`src/rtl/reflet_sleep_pkg.sv`:
```
// Shared constants and bus payload type for the Reflet sleep/wake controller.
package reflet_sleep_pkg;

    localparam int unsigned CNT_W  = 8;
    localparam int unsigned DATA_W = 8;

    localparam logic [1:0] REG_CTRL   = 2'd0;
    localparam logic [1:0] REG_MASK   = 2'd1;
    localparam logic [1:0] REG_DELAY  = 2'd2;
    localparam logic [1:0] REG_STATUS = 2'd3;

    localparam logic [1:0] ST_RUN   = 2'd0;
    localparam logic [1:0] ST_SLEEP = 2'd1;
    localparam logic [1:0] ST_WAKE  = 2'd2;

    typedef struct packed {
        logic              sel;
        logic              wr;
        logic [1:0]        offset;
        logic [DATA_W-1:0] data;
    } bus_req_t;

endpackage

```
`src/rtl/reflet_wake_timer.sv`:
```
// Loadable down-counter timing the stabilisation delay between wake event and CPU restart.
module reflet_wake_timer
    import reflet_sleep_pkg::*;
(
    input  logic             clk,
    input  logic             rst_n,
    input  logic             load,
    input  logic [CNT_W-1:0] load_value,
    input  logic             count,
    output logic [CNT_W-1:0] value,
    output logic             expire
);

    logic [CNT_W-1:0] value_next;

    always_comb begin
        value_next = value;
        if (load) begin
            value_next = load_value;
        end else if (count && (value != '0)) begin
            value_next = value - CNT_W'(1);
        end
    end

    // expire is registered from the next value so it is high while value == 1
    always_ff @(posedge clk or negedge rst_n) begin
        if (!rst_n) begin
            value  <= '0;
            expire <= 1'b0;
        end else begin
            value  <= value_next;
            expire <= (value_next == CNT_W'(1));
        end
    end

endmodule

```
`src/rtl/reflet_sleep_ctrl.sv`:
```
// Memory-mapped sleep/wake controller: halts the CPU until a masked interrupt, then replays it.
module reflet_sleep_ctrl
    import reflet_sleep_pkg::*;
#(
    parameter int unsigned               base_addr_size = 15,
    parameter logic [base_addr_size-1:0] base_addr      = 15'h7F10,
    parameter int unsigned               irq_width      = 4,
    parameter logic [7:0]                delay_reset    = 8'h10
) (
    input  logic                      clk,
    input  logic                      reset,
    input  logic                      enable,
    input  logic [base_addr_size-1:0] addr,
    input  logic [7:0]                data_in,
    input  logic                      write_en,
    output logic [7:0]                data_out,
    input  logic [irq_width-1:0]      irq_in,
    output logic [irq_width-1:0]      irq_out,
    output logic                      cpu_enable
);

    logic [base_addr_size-1:0] addr_off;
    bus_req_t                  req;

    logic [1:0]           state;
    logic [1:0]           state_next;
    logic [irq_width-1:0] wake_mask;
    logic [CNT_W-1:0]     wake_delay;
    logic [irq_width-1:0] status;
    logic [irq_width-1:0] status_next;
    logic [irq_width-1:0] pending;
    logic [irq_width-1:0] pending_next;
    logic [irq_width-1:0] wake_hit;
    logic [irq_width-1:0] wake_set;
    logic [7:0]           rd_data;
    logic                 sleep_req;
    logic                 timer_load;
    logic                 timer_count;
    logic                 timer_expire;
    logic [CNT_W-1:0]     timer_value;

    // Address decode; unsigned wrap makes addresses below base fall out of range
    assign addr_off = addr - base_addr;

    always_comb begin
        req.sel    = enable && (addr_off < base_addr_size'(4));
        req.wr     = req.sel && write_en;
        req.offset = addr_off[1:0];
        req.data   = data_in;
    end

    assign sleep_req   = req.wr && (req.offset == REG_CTRL) && req.data[0];
    assign wake_hit    = irq_in & wake_mask;
    assign timer_count = (state == ST_WAKE);

    // Next-state logic; a sleep request with an empty mask is dropped to avoid deadlock
    always_comb begin
        state_next = state;
        timer_load = 1'b0;
        wake_set   = '0;
        case (state)
            ST_RUN: begin
                if (sleep_req && (wake_mask != '0)) begin
                    state_next = ST_SLEEP;
                end
            end
            ST_SLEEP: begin
                if (wake_hit != '0) begin
                    wake_set = wake_hit;
                    if (wake_delay == '0) begin
                        state_next = ST_RUN;
                    end else begin
                        state_next = ST_WAKE;
                        timer_load = 1'b1;
                    end
                end
            end
            ST_WAKE: begin
                if (timer_expire || (timer_value == '0)) begin
                    state_next = ST_RUN;
                end
            end
            default: state_next = ST_RUN;
        endcase
    end

    // Wake-set bits win over a simultaneous write-1-to-clear
    always_comb begin
        status_next = status;
        if (req.wr && (req.offset == REG_STATUS)) begin
            status_next = status & ~req.data[irq_width-1:0];
        end
        status_next = status_next | wake_set;

        pending_next = cpu_enable ? '0 : pending;
        pending_next = pending_next | wake_set;
    end

    always_comb begin
        rd_data = '0;
        if (req.sel) begin
            case (req.offset)
                REG_CTRL:   rd_data = {7'b0, (state != ST_RUN)};
                REG_MASK:   rd_data = 8'(wake_mask);
                REG_DELAY:  rd_data = wake_delay;
                REG_STATUS: rd_data = 8'(status);
                default:    rd_data = '0;
            endcase
        end
    end

    always_ff @(posedge clk or negedge reset) begin
        if (!reset) begin
            state      <= ST_RUN;
            cpu_enable <= 1'b1;
            wake_mask  <= '0;
            wake_delay <= delay_reset;
            status     <= '0;
            pending    <= '0;
            data_out   <= '0;
        end else begin
            state      <= state_next;
            cpu_enable <= (state_next == ST_RUN);
            status     <= status_next;
            pending    <= pending_next;
            data_out   <= rd_data;
            if (req.wr && (req.offset == REG_MASK)) begin
                wake_mask <= req.data[irq_width-1:0];
            end
            if (req.wr && (req.offset == REG_DELAY)) begin
                wake_delay <= req.data;
            end
        end
    end

    assign irq_out = irq_in | pending;

    reflet_wake_timer u_timer (
        .clk        (clk),
        .rst_n      (reset),
        .load       (timer_load),
        .load_value (wake_delay),
        .count      (timer_count),
        .value      (timer_value),
        .expire     (timer_expire)
    );

endmodule

```
`config.mk`:
```
export PLATFORM = sky130hd
export DESIGN_NAME = reflet_sleep_ctrl
export DESIGN_NICKNAME = d
export VERILOG_FILES = /design/src/rtl/reflet_sleep_pkg.sv /design/src/rtl/reflet_wake_timer.sv /design/src/rtl/reflet_sleep_ctrl.sv
export SDC_FILE = /design/constraint.sdc
export NUM_CORES = 1
export LEC_CHECK = 0
export ABC_AREA = 1
export BUFFER_PORTS_ARGS = -buffer_cell sky130_fd_sc_hd__buf_2
export CAP_MARGIN = 40
export CORE_UTILIZATION = 50
export DETAILED_ROUTE_END_ITERATION = 10
export PLACE_DENSITY = 0.82
export SLEW_MARGIN = 20
export SYNTH_ARGS = -nofsm -noshare
export SYNTH_HDL_FRONTEND = slang
export SYNTH_SLANG_ARGS = --single-unit
export TNS_END_PERCENT = 30
```
`constraint.sdc`:
```
create_clock -name clk -period 1.9 [get_ports clk]
set_clock_uncertainty 0.15 [all_clocks]
set_input_delay 0.19 -clock clk [delete_from_list [all_inputs] [get_ports clk]]
set_output_delay 0.19 -clock clk [all_outputs]
set_load 0.05 [all_outputs]
```
==> impl_metrics.json <==
{
  "synth_area_leader_cell": "dfrtp_1",
  "synth_nets": 317,
  "pre_cts_ws_ns": -0.0464,
  "critical_path_class": "reg -> reg",
  "layout_commonest_cell": "nand2_1",
  "syn_avg_cell_area_sq_um": 7.68,
  "finalMaxSlewViolations": 0,
  "crit_start": "u_timer.value[0]",
  "r2r-end": "u_timer.expire",
  "layout.nets": 383,
  "grt_busiest_layer": "met2",
  "path_clk_slew_ns": 0.07,
  "syn-cell-area_sq_um": 2170,
  "cp-endpoint": "u_timer.expire",
  "ys_seq_area_share_pct": 46.2,
  "intPower_mw": 1.29,
  "met2_usage_pct": 38.5,
  "crit_buf_inv": 1,
  "cts_tree": "built",
  "finalSetupViolations": 0,
  "use_met1_pct": 29.2,
  "hpwl_microns": 3610,
  "power_mw": 1.67,
  "cp.required_ns": 1.98,
  "diodes": 0,
  "gr-total-overflow": 0,
  "num-fill-cells": 351,
  "core-area_sq_um": 4090,
  "path_max_fanout": 8,
  "drt_iter0_markers": 82,
  "crit_path_end_kind": "flop",
  "worstMarginPinSlew_ns": 0.496,
  "finalWirelength_microns": 4780,
  "antenna_found_initial": 0,
  "ant_nets": 0,
  "pin_count": 44,
  "grt_max_degree": 41,
  "slowest_stage": "dfrtp_1",
  "clockRootBuffer": "clkbuf_8",
  "fin_tns_setup_ns": 0,
  "dr_total_vias": 1974,
  "clock_path_buffers": 2,
  "startpoint_type": "flop",
  "globalplace.congestion": 0.862,
  "finalHoldViolations": 0,
  "dr.pass1.iters": 4,
  "synth_warnings": 0,
  "maxCapViolCount": 0,
  "crit_arrival_ns": 1.85,
  "p_sw_mw": 0.374,
  "clock_latency_ns": 0.30,
  "initial_core_util_pct": 53.2,
  "die_area_sq_um": 4610,
  "synth_seq_cells": 40,
  "fmax_mhz": 567,
  "rows": 23,
  "layout-area-overhead-vs-synth_pct": 25.8,
  "grt_util_met3_pct": 5.33,
  "ys_types": 31,
  "reg2reg_setup_slack_ns": 0.14,
  "grt_pass1_wl_microns": 7710,
  "synth_top_area_share_pct": 43.8,
  "io_buffer_count": 43,
  "relSlewSlack_pct": 66.9,
  "regToRegStartpoint": "u_timer.value[0]",
  "drive_gt1_share_pct": 27.4,
  "worstHoldPathType": "in -> reg",
  "final_cell_mix": "nand2_1 (87), buf_2 (43), inv_1 (39), dfrtp_1 (38), nor2_1 (25)",
  "leakagePower_nw": 1.43,
  "status": "finished clean",
  "die_h_microns": 67.9,
  "peakVddDrop_v": 0.000640,
  "grt_usage_pct": 23.0,
  "worst_slack_ns": 0.135,
  "routedWlPerCell_microns": 11.9,
  "yosys-top-cells-area": "dfrtp_1 (44%), nand2_1 (15%), inv_1 (7.1%)",
  "drcViolationCount": 0,
  "syn_inst": 283,
  "cpMostUsedCell": "nand2_1",
  "path_depth": 12,
  "cpPeakStageDelay_ns": 0.39,
  "die-width_microns": 67.9,
  "cts_buffers": 5,
  "via_per_inst": 4.94,
  "reg2regPathDepth": 12,
  "cp_cell_sequence": "inv_2 > ha_4 > nand3_2 > nor2_2 > nor2_4 > nand2_1 > o21ai_0 > nand2_1 > nand2_1 > nor2_1 > nand3_1 > nor2_1",
  "p_per_area_nw_per_um2": 611,
  "p_comb_share_pct": 8.2,
  "seq_power_share_pct": 51.0,
  "clock-sinks": 40,
  "ctsHtreeMaxLevel": 2,
  "grt_pass1_vias": 1814,
  "switching_share_pct": 22.4,
  "post-route-period-util_pct": 92.9,
  "period_minus_slack_ns": 1.76,
  "cp_top_family": "simple AND/OR/NAND/NOR gates",
  "clkPwrFrac_pct": 40.7
}
## power groups by stage
stage                     Sequential (mW)  Combinational [mW]  Clock (mW)
after floorplan                     0.868              0.0548           0
after global placement              0.868               0.128           0
after detailed placement            0.868               0.130           0
after CTS                           0.851               0.138       0.696
after global routing                0.851               0.153       0.724
final                               0.852               0.137       0.680
## worst reg2reg max path: cells and delay by family, from the launching register on
kind / cells / cell delay, ns
DFF: 1 / 0.39
buffers and inverters: 1 / 0.13
AOI/OAI and AO/OA: 1 / 0.09
adders and majority gates: 1 / 0.16
and+or+nand+nor: 9 / 0.79
## cell families (layout without fill, tap and decap cells)
| family | after synthesis | in the layout | synth area share [%] |
|---|---|---|---|
| AND/OR/NAND/NOR | 158 | 158 | 32.4 |
| buffers and inverters | 45 | 112 | 8.29 |
| flip-flops | 40 | 40 | 46.2 |
| AO/OA/AOI/OAI | 34 | 34 | 10.1 |
| adder cells (fa/ha/maj) | 3 | 3 | 1.73 |
| XOR/XNOR | 3 | 3 | 1.21 |
## sequential cells by signal, indices dropped and copies added, names as in the netlist
signal and cells:
state 2, cpu_enable 1, u_timer.expire 1, u_timer.value 8, pending 4, wake_mask 4
status 4, data_out 8, wake_delay 8
## per-stage QoR
| step | area [sq um] | hold WS, ns | std cells | utilization [%] |
|---|---|---|---|---|
| 3_5_place_dp | 2520 | 0.121 | 386 | 61.7 |
| 4_1_cts | 2680 | 0.00521 | 399 | 65.6 |
| 2_1_floorplan | 2170 | -0.256 | 283 | - |
| 6_report | 2730 | 0.0127 | 400 | 66.9 |
| 3_3_place_gp | 2520 | 0.116 | 386 | 61.7 |
| 5_1_grt | 2730 | 0.0367 | 400 | 66.9 |
## routing by layer
metal	wire length, microns	up-vias
met4	68	0
met1	2160	903
met5	0	-
li1	-	1027
met3	159	6
met2	2390	38
## repair_timing
| item | 4_1_cts | 5_1_grt |
|---|---|---|
| setup buffers | 0 | 1 |
| endpoints found under the hold margin | 42 | 0 |
| hold buffers | 5 | 0 |
| resized for setup | 0 | 12 |
| endpoints found under the setup margin | 0 | 2 |
## synthesized netlist by cell type, drive strengths merged
| cell | n |
|---|---|
| nand2 | 88 |
| inv | 42 |
| dfrtp | 38 |
| nor2 | 30 |
| o21ai | 27 |
| nand3 | 25 |
| nand4 | 5 |
| or2 | 5 |
| a31oi | 3 |
| ha | 3 |
| nor3 | 3 |
| a21oi | 2 |
| buf | 2 |
| dfstp | 2 |
| xnor2 | 2 |
| clkinv | 1 |
| nor3b | 1 |
| nor4 | 1 |
| o211ai | 1 |
| o21bai | 1 |
| xor2 | 1 |
## worst min path at each step
stage                                  end  slack, ns  startpoint  cells past startpoint
after global routing         wake_delay[3]       0.04  data_in[3]                      3
after floorplan                data_out[0]      -0.26       reset                      0
after detailed placement  u_timer.value[5]       0.12       reset                      2
after global placement    u_timer.value[5]       0.12       reset                      2
final                        wake_delay[2]       0.01  data_in[2]                      3
after CTS                    wake_delay[2]      0.005  data_in[2]                      3
## layout make-up
cell class | count | area (sq um) | share of cell area, %
clock buffers | 6 | 72.6 | 2.66
clock inverters | 2 | 35.0 | 1.28
inverters | 43 | 161 | 5.91
multi-input cells | 198 | 1030 | 37.9
flip-flops and latches | 40 | 1000 | 36.7
well taps | 50 | 62.6 | 2.29
repair buffers | 61 | 363 | 13.3
Note: power is estimated with default switching activity, not from simulation.
